**src/rtl/fmul_share_arb_if.sv**
```systemverilog
// Signal bundle between the shared-multiplier arbiter and its requesters/multiplier.
// slave is the arbiter's view; master is the surrounding environment.
interface fmul_share_arb_if #(
  parameter int W    = 16,
  parameter int NREQ = 4
);
  logic [NREQ-1:0]   req_valid;
  logic [NREQ-1:0]   req_ready;
  logic [NREQ*W-1:0] req_a;
  logic [NREQ*W-1:0] req_b;
  logic [NREQ-1:0]   rsp_valid;
  logic [W-1:0]      rsp_data;
  logic [2:0]        rsp_flag;
  logic [W-1:0]      mul_a_tdata;
  logic [W-1:0]      mul_b_tdata;
  logic              mul_a_tvalid;
  logic              mul_b_tvalid;
  logic              mul_a_tready;
  logic              mul_b_tready;
  logic [W-1:0]      mul_result_tdata;
  logic              mul_result_tvalid;
  logic [2:0]        mul_flag;
  logic              busy;
  logic              err_orphan;

  modport slave (
    input  req_valid, req_a, req_b,
    input  mul_a_tready, mul_b_tready, mul_result_tdata, mul_result_tvalid, mul_flag,
    output req_ready, rsp_valid, rsp_data, rsp_flag,
    output mul_a_tdata, mul_b_tdata, mul_a_tvalid, mul_b_tvalid,
    output busy, err_orphan
  );

  modport master (
    output req_valid, req_a, req_b,
    output mul_a_tready, mul_b_tready, mul_result_tdata, mul_result_tvalid, mul_flag,
    input  req_ready, rsp_valid, rsp_data, rsp_flag,
    input  mul_a_tdata, mul_b_tdata, mul_a_tvalid, mul_b_tvalid,
    input  busy, err_orphan
  );
endinterface

```
**src/rtl/fmul_share_arb.sv**
```systemverilog
// Round-robin sharing of one fp16 multiplier among NREQ requesters; an id FIFO
// tracks the owner of each in-flight operation so in-order results route back.
module fmul_share_arb #(
  parameter int EXP   = 5,
  parameter int FRA   = 10,
  parameter int NREQ  = 4,
  parameter int DEPTH = 4
) (
  input  logic             sys_clk,
  input  logic             sys_rst,
  fmul_share_arb_if.slave  bus
);
  localparam int W  = EXP + FRA + 1;
  localparam int IW = (NREQ > 1) ? $clog2(NREQ) : 1;
  localparam int PW = (DEPTH > 1) ? $clog2(DEPTH) : 1;
  localparam int CW = $clog2(DEPTH + 1);
  localparam int unsigned NREQ_U = NREQ;
  localparam logic [CW-1:0] DEPTH_C  = CW'(DEPTH);
  localparam logic [IW-1:0] LAST_RST = IW'(NREQ - 1);
  localparam logic [PW-1:0] PTR_MAX  = PW'(DEPTH - 1);

  logic            iv;
  logic [W-1:0]    ia, ib;
  logic [IW-1:0]   iid, last;
  logic [IW-1:0]   fifo_mem [DEPTH];
  logic [PW-1:0]   wr_ptr, rd_ptr;
  logic [CW-1:0]   fifo_cnt, inflight;
  logic            handoff, slot_free, accept, pop, orphan;
  logic [NREQ-1:0] grant;
  logic [IW-1:0]   grant_id;
  logic            found;
  logic [IW-1:0]   lane;
  logic [NREQ-1:0] rsp_valid_q;
  logic [W-1:0]    rsp_data_q;
  logic [2:0]      rsp_flag_q;
  logic            err_q;

  function automatic logic [PW-1:0] ptr_next(input logic [PW-1:0] p);
    return (p == PTR_MAX) ? '0 : p + 1'b1;
  endfunction

  assign handoff   = iv & bus.mul_a_tready & bus.mul_b_tready;
  // inflight already counts the issue register, so it alone bounds FIFO pushes
  assign slot_free = ~sys_rst & (~iv | handoff) & (inflight < DEPTH_C);
  assign pop       = bus.mul_result_tvalid & (fifo_cnt != '0);
  assign orphan    = bus.mul_result_tvalid & (fifo_cnt == '0);

  always_comb begin
    grant    = '0;
    grant_id = '0;
    found    = 1'b0;
    lane     = '0;
    if (slot_free) begin
      for (int unsigned k = 1; k <= NREQ_U; k++) begin
        lane = IW'((32'(last) + k) % NREQ_U);
        if (!found && bus.req_valid[lane]) begin
          found       = 1'b1;
          grant[lane] = 1'b1;
          grant_id    = lane;
        end
      end
    end
  end

  assign accept = found;

  always_ff @(posedge sys_clk or posedge sys_rst) begin
    if (sys_rst) begin
      iv   <= 1'b0;
      ia   <= '0;
      ib   <= '0;
      iid  <= '0;
      last <= LAST_RST;
    end else if (accept) begin
      iv   <= 1'b1;
      ia   <= bus.req_a[grant_id*W +: W];
      ib   <= bus.req_b[grant_id*W +: W];
      iid  <= grant_id;
      last <= grant_id;
    end else if (handoff) begin
      iv   <= 1'b0;
    end
  end

  always_ff @(posedge sys_clk) begin
    if (handoff) fifo_mem[wr_ptr] <= iid;
  end

  always_ff @(posedge sys_clk or posedge sys_rst) begin
    if (sys_rst) begin
      wr_ptr   <= '0;
      rd_ptr   <= '0;
      fifo_cnt <= '0;
      inflight <= '0;
    end else begin
      if (handoff) wr_ptr <= ptr_next(wr_ptr);
      if (pop)     rd_ptr <= ptr_next(rd_ptr);
      case ({handoff, pop})
        2'b10:   fifo_cnt <= fifo_cnt + 1'b1;
        2'b01:   fifo_cnt <= fifo_cnt - 1'b1;
        default: fifo_cnt <= fifo_cnt;
      endcase
      case ({accept, pop})
        2'b10:   inflight <= inflight + 1'b1;
        2'b01:   inflight <= inflight - 1'b1;
        default: inflight <= inflight;
      endcase
    end
  end

  always_ff @(posedge sys_clk or posedge sys_rst) begin
    if (sys_rst) begin
      rsp_valid_q <= '0;
      rsp_data_q  <= '0;
      rsp_flag_q  <= '0;
      err_q       <= 1'b0;
    end else begin
      rsp_valid_q <= '0;
      if (pop) begin
        rsp_valid_q <= NREQ'(1) << fifo_mem[rd_ptr];
        rsp_data_q  <= bus.mul_result_tdata;
        rsp_flag_q  <= bus.mul_flag;
      end
      if (orphan) err_q <= 1'b1;
    end
  end

  assign bus.req_ready    = grant;
  assign bus.mul_a_tdata  = ia;
  assign bus.mul_b_tdata  = ib;
  assign bus.mul_a_tvalid = iv;
  assign bus.mul_b_tvalid = iv;
  assign bus.rsp_valid    = rsp_valid_q;
  assign bus.rsp_data     = rsp_data_q;
  assign bus.rsp_flag     = rsp_flag_q;
  assign bus.busy         = iv | (inflight != '0);
  assign bus.err_orphan   = err_q;
endmodule

```
**src/flat_wrapper.sv**
```systemverilog
// flat-port wrapper written by rule: the top's interface ports become plain ports
module fmul_share_arb_flat 
#(
  parameter int EXP   = 5,
  parameter int FRA   = 10,
  parameter int NREQ  = 4,
  parameter int DEPTH = 4
)
  (sys_clk, sys_rst, bus_req_valid, bus_req_a, bus_req_b, bus_mul_a_tready, bus_mul_b_tready, bus_mul_result_tdata, bus_mul_result_tvalid, bus_mul_flag, bus_req_ready, bus_rsp_valid, bus_rsp_data, bus_rsp_flag, bus_mul_a_tdata, bus_mul_b_tdata, bus_mul_a_tvalid, bus_mul_b_tvalid, bus_busy, bus_err_orphan);
  fmul_share_arb_if #(.W((16)), .NREQ(NREQ)) bus_i ();
  input  logic sys_clk;
  input  logic sys_rst;
  input wire logic [$bits(bus_i.req_valid)-1:0] bus_req_valid;
  input wire logic [$bits(bus_i.req_a)-1:0] bus_req_a;
  input wire logic [$bits(bus_i.req_b)-1:0] bus_req_b;
  input wire logic [$bits(bus_i.mul_a_tready)-1:0] bus_mul_a_tready;
  input wire logic [$bits(bus_i.mul_b_tready)-1:0] bus_mul_b_tready;
  input wire logic [$bits(bus_i.mul_result_tdata)-1:0] bus_mul_result_tdata;
  input wire logic [$bits(bus_i.mul_result_tvalid)-1:0] bus_mul_result_tvalid;
  input wire logic [$bits(bus_i.mul_flag)-1:0] bus_mul_flag;
  output wire logic [$bits(bus_i.req_ready)-1:0] bus_req_ready;
  output wire logic [$bits(bus_i.rsp_valid)-1:0] bus_rsp_valid;
  output wire logic [$bits(bus_i.rsp_data)-1:0] bus_rsp_data;
  output wire logic [$bits(bus_i.rsp_flag)-1:0] bus_rsp_flag;
  output wire logic [$bits(bus_i.mul_a_tdata)-1:0] bus_mul_a_tdata;
  output wire logic [$bits(bus_i.mul_b_tdata)-1:0] bus_mul_b_tdata;
  output wire logic [$bits(bus_i.mul_a_tvalid)-1:0] bus_mul_a_tvalid;
  output wire logic [$bits(bus_i.mul_b_tvalid)-1:0] bus_mul_b_tvalid;
  output wire logic [$bits(bus_i.busy)-1:0] bus_busy;
  output wire logic [$bits(bus_i.err_orphan)-1:0] bus_err_orphan;
  assign bus_i.req_valid = bus_req_valid;
  assign bus_i.req_a = bus_req_a;
  assign bus_i.req_b = bus_req_b;
  assign bus_i.mul_a_tready = bus_mul_a_tready;
  assign bus_i.mul_b_tready = bus_mul_b_tready;
  assign bus_i.mul_result_tdata = bus_mul_result_tdata;
  assign bus_i.mul_result_tvalid = bus_mul_result_tvalid;
  assign bus_i.mul_flag = bus_mul_flag;
  assign bus_req_ready = bus_i.req_ready;
  assign bus_rsp_valid = bus_i.rsp_valid;
  assign bus_rsp_data = bus_i.rsp_data;
  assign bus_rsp_flag = bus_i.rsp_flag;
  assign bus_mul_a_tdata = bus_i.mul_a_tdata;
  assign bus_mul_b_tdata = bus_i.mul_b_tdata;
  assign bus_mul_a_tvalid = bus_i.mul_a_tvalid;
  assign bus_mul_b_tvalid = bus_i.mul_b_tvalid;
  assign bus_busy = bus_i.busy;
  assign bus_err_orphan = bus_i.err_orphan;
  fmul_share_arb #(.EXP(EXP), .FRA(FRA), .NREQ(NREQ), .DEPTH(DEPTH)) u_core (.sys_clk(sys_clk), .sys_rst(sys_rst), .bus(bus_i));
endmodule
```
**config.mk**
```make
export PLATFORM = sky130hd
export DESIGN_NAME = fmul_share_arb_flat
export DESIGN_NICKNAME = d
export VERILOG_FILES = /design/src/rtl/fmul_share_arb_if.sv /design/src/rtl/fmul_share_arb.sv /design/src/flat_wrapper.sv
export SDC_FILE = /design/constraint.sdc
export NUM_CORES = 1
export LEC_CHECK = 0
export CAP_MARGIN = 10
export CORE_MARGIN = 3
export CORE_UTILIZATION = 37
export DETAILED_ROUTE_END_ITERATION = 10
export PLACE_DENSITY = 0.74
export SLEW_MARGIN = 0
export SYNTH_ARGS = -nofsm -noshare
export SYNTH_HDL_FRONTEND = slang
export SYNTH_SLANG_ARGS = --single-unit
```
**constraint.sdc**
```tcl
create_clock -name sys_clk -period 11.2 [get_ports sys_clk]
set_input_delay 2.24 -clock sys_clk [delete_from_list [all_inputs] [get_ports sys_clk]]
set_output_delay 2.24 -clock sys_clk [all_outputs]
set_load 0.005 [all_outputs]
```
==> results of run 1 <==
## metrics by stage
step                instances  util, %  setup WS (ns)  instance area [sq um]
floorplan                 415        -          5.302                   4553
global placement          752    58.10          4.121                   6804
detailed placement        752    58.10          4.004                   6804
CTS                       768    60.58          4.010                   7094
global route              768    60.58          3.891                   7094
finish                    768    60.58          4.007                   7094
## synth_stat cells, drive strengths merged (3+ instances only)
cell / n
nand2: 98
dfrtp: 69
a22oi: 36
mux2i: 36
o221ai: 32
buf: 15
ha: 15
clkbuf: 14
inv: 14
nor2: 13
edfxtp: 8
a221oi: 6
mux4: 6
o21ai: 5
a21o: 4
and2: 4
nor3: 4
xnor2: 4
xor2: 4
nand2b: 3
or3: 3
## power groups by stage
stage / Sequential, mW / Combinational [mW] / Clock [mW]
6_report: 0.505 / 0.993 / 0.284
5_1_grt: 0.523 / 1.09 / 0.305
4_1_cts: 0.506 / 1.01 / 0.291
3_5_place_dp: 0.506 / 1.00 / 0
3_3_place_gp: 0.502 / 0.976 / 0
2_1_floorplan: 0.495 / 0.619 / 0
## sequential cells by signal (all words and copies together) (netlist names)
name,count
u_core.bus.err_orphan,1
u_core.bus.mul_a_tdata,16
u_core.bus.mul_a_tvalid,1
u_core.bus.mul_b_tdata,16
u_core.bus.rsp_data,16
u_core.bus.rsp_flag,3
u_core.bus.rsp_valid,4
u_core.fifo_cnt,3
u_core.fifo_mem,8
u_core.iid,2
u_core.inflight,3
u_core.last,2
u_core.rd_ptr,2
u_core.wr_ptr,2
## placed cells by master, fill, tap and decap left out, types with 2 or more instances in the layout
cell             instances
nand2_1                 98
nand2b_1                 2
mux2i_1                 36
and2_1                   4
nor3_1                   4
clkdlybuf4s50_1        218
clkbuf_16                9
clkinv_4                 2
o21ai_0                  4
fa_1                     2
dfstp_2                  2
a221oi_1                 6
nor3b_1                  2
inv_1                   13
and3_1                   2
a21o_1                   4
o221ai_2                30
xnor2_1                  3
o221ai_1                 2
dfrtp_1                 69
a22oi_1                 36
xor2_1                   4
buf_4                    5
nor2_1                  13
clkinv_2                 3
ha_1                    15
mux4_2                   6
or3_1                    3
edfxtp_1                 8
## critical path: stages
cell and delay [ns]:
clkdlybuf4s50_1 0.53, mux4_2 0.64, or3_1 0.46, and2b_1 0.35, a221oi_1 0.11, nor2_1 0.10, clkdlybuf4s50_1 0.52
## layer usage
metal	vias to the layer above	share of wire [%]	GRT usage, %
met5	-	0	0
met1	1884	37	22.36
met3	28	9.2	6.581
met2	196	51	36.59
li1	1920	-	-
met4	0	2.8	8.104
## cell type report
cell class	instances	area [sq um]
fill	970	4617
tap	143	178.9
sequential	79	2019
multi-input combinational	293	2332
timing repair buffer	223	2220
clock inverter	6	61.31
inverter	14	53.80
clock buffer	10	229.0
## worst min path at each step
stage	from	to	slack [ns]	cells after the start
finish	u_core.bus.err_orphan	u_core.bus.err_orphan	0.46	1
global route	u_core.bus.err_orphan	u_core.bus.err_orphan	0.49	1
CTS	u_core.bus.err_orphan	u_core.bus.err_orphan	0.46	1
global placement	u_core.bus.err_orphan	u_core.bus.err_orphan	0.44	1
floorplan	u_core.fifo_cnt[2]	u_core.fifo_cnt[2]	0.44	1
detailed placement	u_core.bus.err_orphan	u_core.bus.err_orphan	0.45	1
## kinds of logic after synthesis
family	Yosys count	synth area share (%)
AO/OA/AOI/OAI	92	20.36
buffers and inverters	43	4.974
flip-flops	79	44.35
multiplexers	42	10.88
adder cells (fa/ha/maj)	17	5.001
XOR/XNOR	8	1.704
AND/OR/NAND/NOR	134	12.72
==> results.ini, run 1 <==
[status]
status=finished clean

[clock_tree]
cts.repair.resized=0
clock_latency_ns=0.32
cts-buffers-inserted=9
clk_path_buf_depth=2
postCtsHoldBufs=0
post-cts-setup-buffers=0
tritoncts=done
htreeDepth=3
cts.sinks=79
root_buffer=clkbuf_16
path_clk_slew_ns=0.06

[final_layout]
num_antenna_cells=0
final_layout_size_suffix_gt1_share_pct=10.24
nNetsFinal=793
syn_to_final_growth_pct=55.81

[floorplan]
die-area_sq_um=13670
rows=39
die_h_microns=116.9
io_pins=219
die_w_microns=116.9
initial_utilization_pct=38.88
fp.coreArea_sq_um=11710

[global_route]
antenna_found_initial=0
grt_max_degree=60
grt_pass1_wl_mm=21.69
first_global_vias=4307
grt.overflow.total=0
grt_use_total_pct=20.43

[setup_path]
worstSetupPathType=primary input to primary output
r2r_end=u_core.bus.mul_b_tdata[2]
worstSetupStartpointType=primary input
ff2ff_path_depth=9
arrival_ns=4.95
setup.worst_path.end=bus_req_ready[1]
path_max_fanout=12
timing.rr.start=u_core.last[0]
startpoint=bus_req_valid[2]
crit_required_ns=8.96
reg2reg_slack_ns=6.63
end_kind=primary output

[timing]
fin_crit_ns=7.193
fmax_mhz=139.0
final-setup-viol-count=0
tightest_slew_ns=1.112
tns_ns=0
finalClockSkew_ns=0.006266
hold_viol=0
final.period_utilization_pct=64.22
hold-worst-slack_ns=0.4582
finalMaxSlewViolations=0
rsz0062_at_grt=false
slew_headroom_pct=25.51

[power]
seq_power_share_pct=28.4
ir_drop_v=0.0001230
p_per_area_nw_per_um2=251.2
comb_power_share_pct=55.7
power.total_mw=1.782
p_sw_mw=0.7018
p_int_mw=1.081
power.share.clock_pct=15.9
p_leak_nw=2.895
sw_frac_of_total_pct=39.37

[synthesis]
synth.avg_cell_area_sq_um=10.97
synth_top_cell_by_area=dfrtp_1
synth_ff_type=dfrtp_1
synth-edff-count=8
yosys_warnings=0
ys_async_sr_fraction_pct=89.87
synthDistinctLibCells=45
synth.top_cell.area_share_pct=37.92
synth_nets=588
syn_inst=415
synth_area_leaders=dfrtp_1, o221ai_2, nand2_1
synth_seq_cells=79
ys_seq_area_share_pct=44.35
synth_area_sq_um=4553

[drt]
drt_iter0_markers=188
drtPass1Iterations=5
via_per_inst=5.245
drc=0
antenna_left=0
num_vias=4028
wirelength_mm=14.03
wire_per_inst_microns=18.27

[placement]
routabilityCongestion=0.9781
portBuffers=218
dp_hpwl_mm=10.59

[worst_hold_path]
hp-class=flip-flop to flip-flop

[run]
cap_violations=0

(Power assumes the default switching activity.)
==> run 2: changes to the inputs <==
clock period = 6.72 ns   (was 11.2 ns; I/O delays follow)
==> results.ini, run 2 (synthesized netlist as in run 1, its figures left out) <==
[status]
status=finished clean

[floorplan]
fp.coreArea_sq_um=11710  ; unchanged
die_w_microns=116.9  ; unchanged
io_pins=219  ; unchanged
die_h_microns=116.9  ; unchanged
initial_utilization_pct=38.88  ; unchanged
die-area_sq_um=13670  ; unchanged
rows=39  ; unchanged

[setup_path]
end_kind=primary output
path_max_fanout=15  ; +3
worstSetupStartpointType=flip-flop
arrival_ns=4.06  ; -0.89 ns
crit_required_ns=5.38  ; -3.58 ns
reg2reg_slack_ns=2.14  ; -4.49 ns
path_cells=inv_1 > ha_1 > mux4_2 > or3_1 > and2b_1 > a221oi_1 > nor2_1 > clkdlybuf4s50_1
slowest_stage=dfstp_2
r2r_end=u_core.bus.mul_b_tdata[1]
timing.rr.start=u_core.last[0]
max_stage_delay_ns=0.76  ; +0.12 ns
ff2ff_path_depth=9  ; unchanged
worstSetupPathType=flip-flop to primary output

[timing]
tightest_slew_ns=1.087  ; -0.02529 ns
slew_headroom_pct=27.20  ; +1.7 points
hold-worst-slack_ns=0.4683  ; +0.01007 ns
rsz0062_at_grt=false
final.period_utilization_pct=80.45
hold_viol=0  ; unchanged
final-setup-viol-count=0  ; unchanged
fin_crit_ns=5.406
timing.final.ws_setup_ns=1.314  ; -2.693 ns
finalClockSkew_ns=0.006789  ; +0.0005228 ns
fmax_mhz=185.0
finalMaxSlewViolations=0  ; unchanged
tns_ns=0  ; unchanged

[placement]
routabilityCongestion=0.9729  ; -0.53%
place_ws_ns=1.354  ; -2.650 ns
dp_hpwl_mm=10.66  ; +0.74%
portBuffers=218  ; unchanged

[worst_hold_path]
min-delay-start=u_core.bus.err_orphan
holdPathEnd=u_core.bus.err_orphan
hp-class=flip-flop to flip-flop
holdPathStages=1  ; unchanged

[drt]
num_vias=4092  ; +1.6%
drtPass1Iterations=4  ; -1
wirelength_mm=14.01  ; -0.12%
drt_iter0_markers=239  ; +27%
via_per_inst=5.328  ; +1.6%
wire_per_inst_microns=18.24  ; -0.12%
drc=0  ; unchanged
antenna_left=0  ; unchanged

[power]
comb_power_share_pct=55.7  ; about the same
p_leak_nw=2.895  ; about the same
p_sw_mw=1.176  ; +68%
ir_drop_v=0.0001858  ; +51%
p_per_area_nw_per_um2=420.2  ; +67%
sw_frac_of_total_pct=39.46  ; +0.089 points
seq_power_share_pct=28.3  ; about the same
power.share.clock_pct=16.0  ; about the same
p_int_mw=1.805  ; +67%

[global_route]
grt.overflow.total=0  ; unchanged
first_global_vias=4287  ; -0.46%
grt_max_degree=60  ; unchanged
grt_use_total_pct=20.49  ; +0.064 points
grt_pass1_wl_mm=21.82  ; +0.60%
antenna_found_initial=0  ; unchanged

[clock_tree]
cts.repair.resized=0  ; unchanged
postCtsHoldBufs=0  ; unchanged
htreeDepth=3  ; unchanged
path_clk_slew_ns=0.06  ; about the same
root_buffer=clkbuf_16
post-cts-setup-buffers=0  ; unchanged
tritoncts=done
cts.sinks=79  ; unchanged
cts-buffers-inserted=9  ; unchanged
clk_path_buf_depth=2  ; unchanged
clock_latency_ns=0.33  ; about the same

[final_layout]
num_antenna_cells=0  ; unchanged
multiInputGateArea_sq_um=2332  ; unchanged
final_layout_size_suffix_gt1_share_pct=10.24  ; unchanged
syn_to_final_growth_pct=55.81  ; unchanged
final_cell_mix=clkdlybuf4s50_1, nand2_1, dfrtp_1
fill_cells=985  ; +1.5%
layout_commonest_cell=clkdlybuf4s50_1
nNetsFinal=793  ; unchanged
regArea_sq_um=2019  ; unchanged

[run]
cap_violations=0  ; unchanged

[run 2: worst max-delay path: cells and delay by family (launching register included)]
kind / cells / cell delay, ns
adders and majority gates: 1 / 0.51
and+or+nand+nor: 3 / 0.92
muxes: 1 / 0.67
AOI/OAI and AO/OA: 1 / 0.12
DFF: 1 / 0.76
buffers and inverters: 2 / 0.75
[run 2: routing by layer]
| metal | wire (microns) | global-route usage, % |
|---|---|---|
| met1 | 5063 | 22.37 |
| met2 | 7317 | 37.50 |
| met3 | 1293 | 6.941 |
| met4 | 335 | 6.193 |
| met5 | 0 | 0 |
[run 2: worst max path at each step]
stage                            end  slack, ns  cells past startpoint        startpoint
floorplan           bus_req_ready[0]       2.61                      5  bus_req_valid[1]
global placement    bus_req_ready[3]       1.43                      7  bus_req_valid[2]
detailed placement  bus_req_ready[0]       1.35                      7  bus_req_valid[2]
CTS                 bus_req_ready[0]       1.30                      8    u_core.last[0]
global route        bus_req_ready[3]       1.09                      8    u_core.last[0]
finish              bus_req_ready[3]       1.31                      8    u_core.last[0]
[run 2: power by group through the flow]
stage	logic (mW)	registers, mW	clock network (mW)
final	1.66	0.844	0.477
after global routing	1.82	0.874	0.512
after CTS	1.68	0.846	0.492
after detailed placement	1.67	0.847	0
after global placement	1.63	0.839	0
after floorplan	1.03	0.825	0
[run 2: final cells by class]
cell class                 count  share of cell area (%)
clock buffer                  11                   3.280
clock inverter                 5                  0.8113
inverter                      14                  0.7584
multi-input combinational    293                   32.87
sequential                    79                   28.47
tap                          143                   2.522
timing repair buffer         223                   31.29
[run 2: metrics by stage]
stage / total power [mW] / utilization [%] / cells / cell area [sq um]
floorplan: 1.858 / - / 415 / 4553
global placement: 2.465 / 58.10 / 752 / 6804
detailed placement: 2.519 / 58.10 / 752 / 6804
CTS: 3.013 / 60.58 / 768 / 7094
global route: 3.203 / 60.58 / 768 / 7094
finish: 2.981 / 60.58 / 768 / 7094
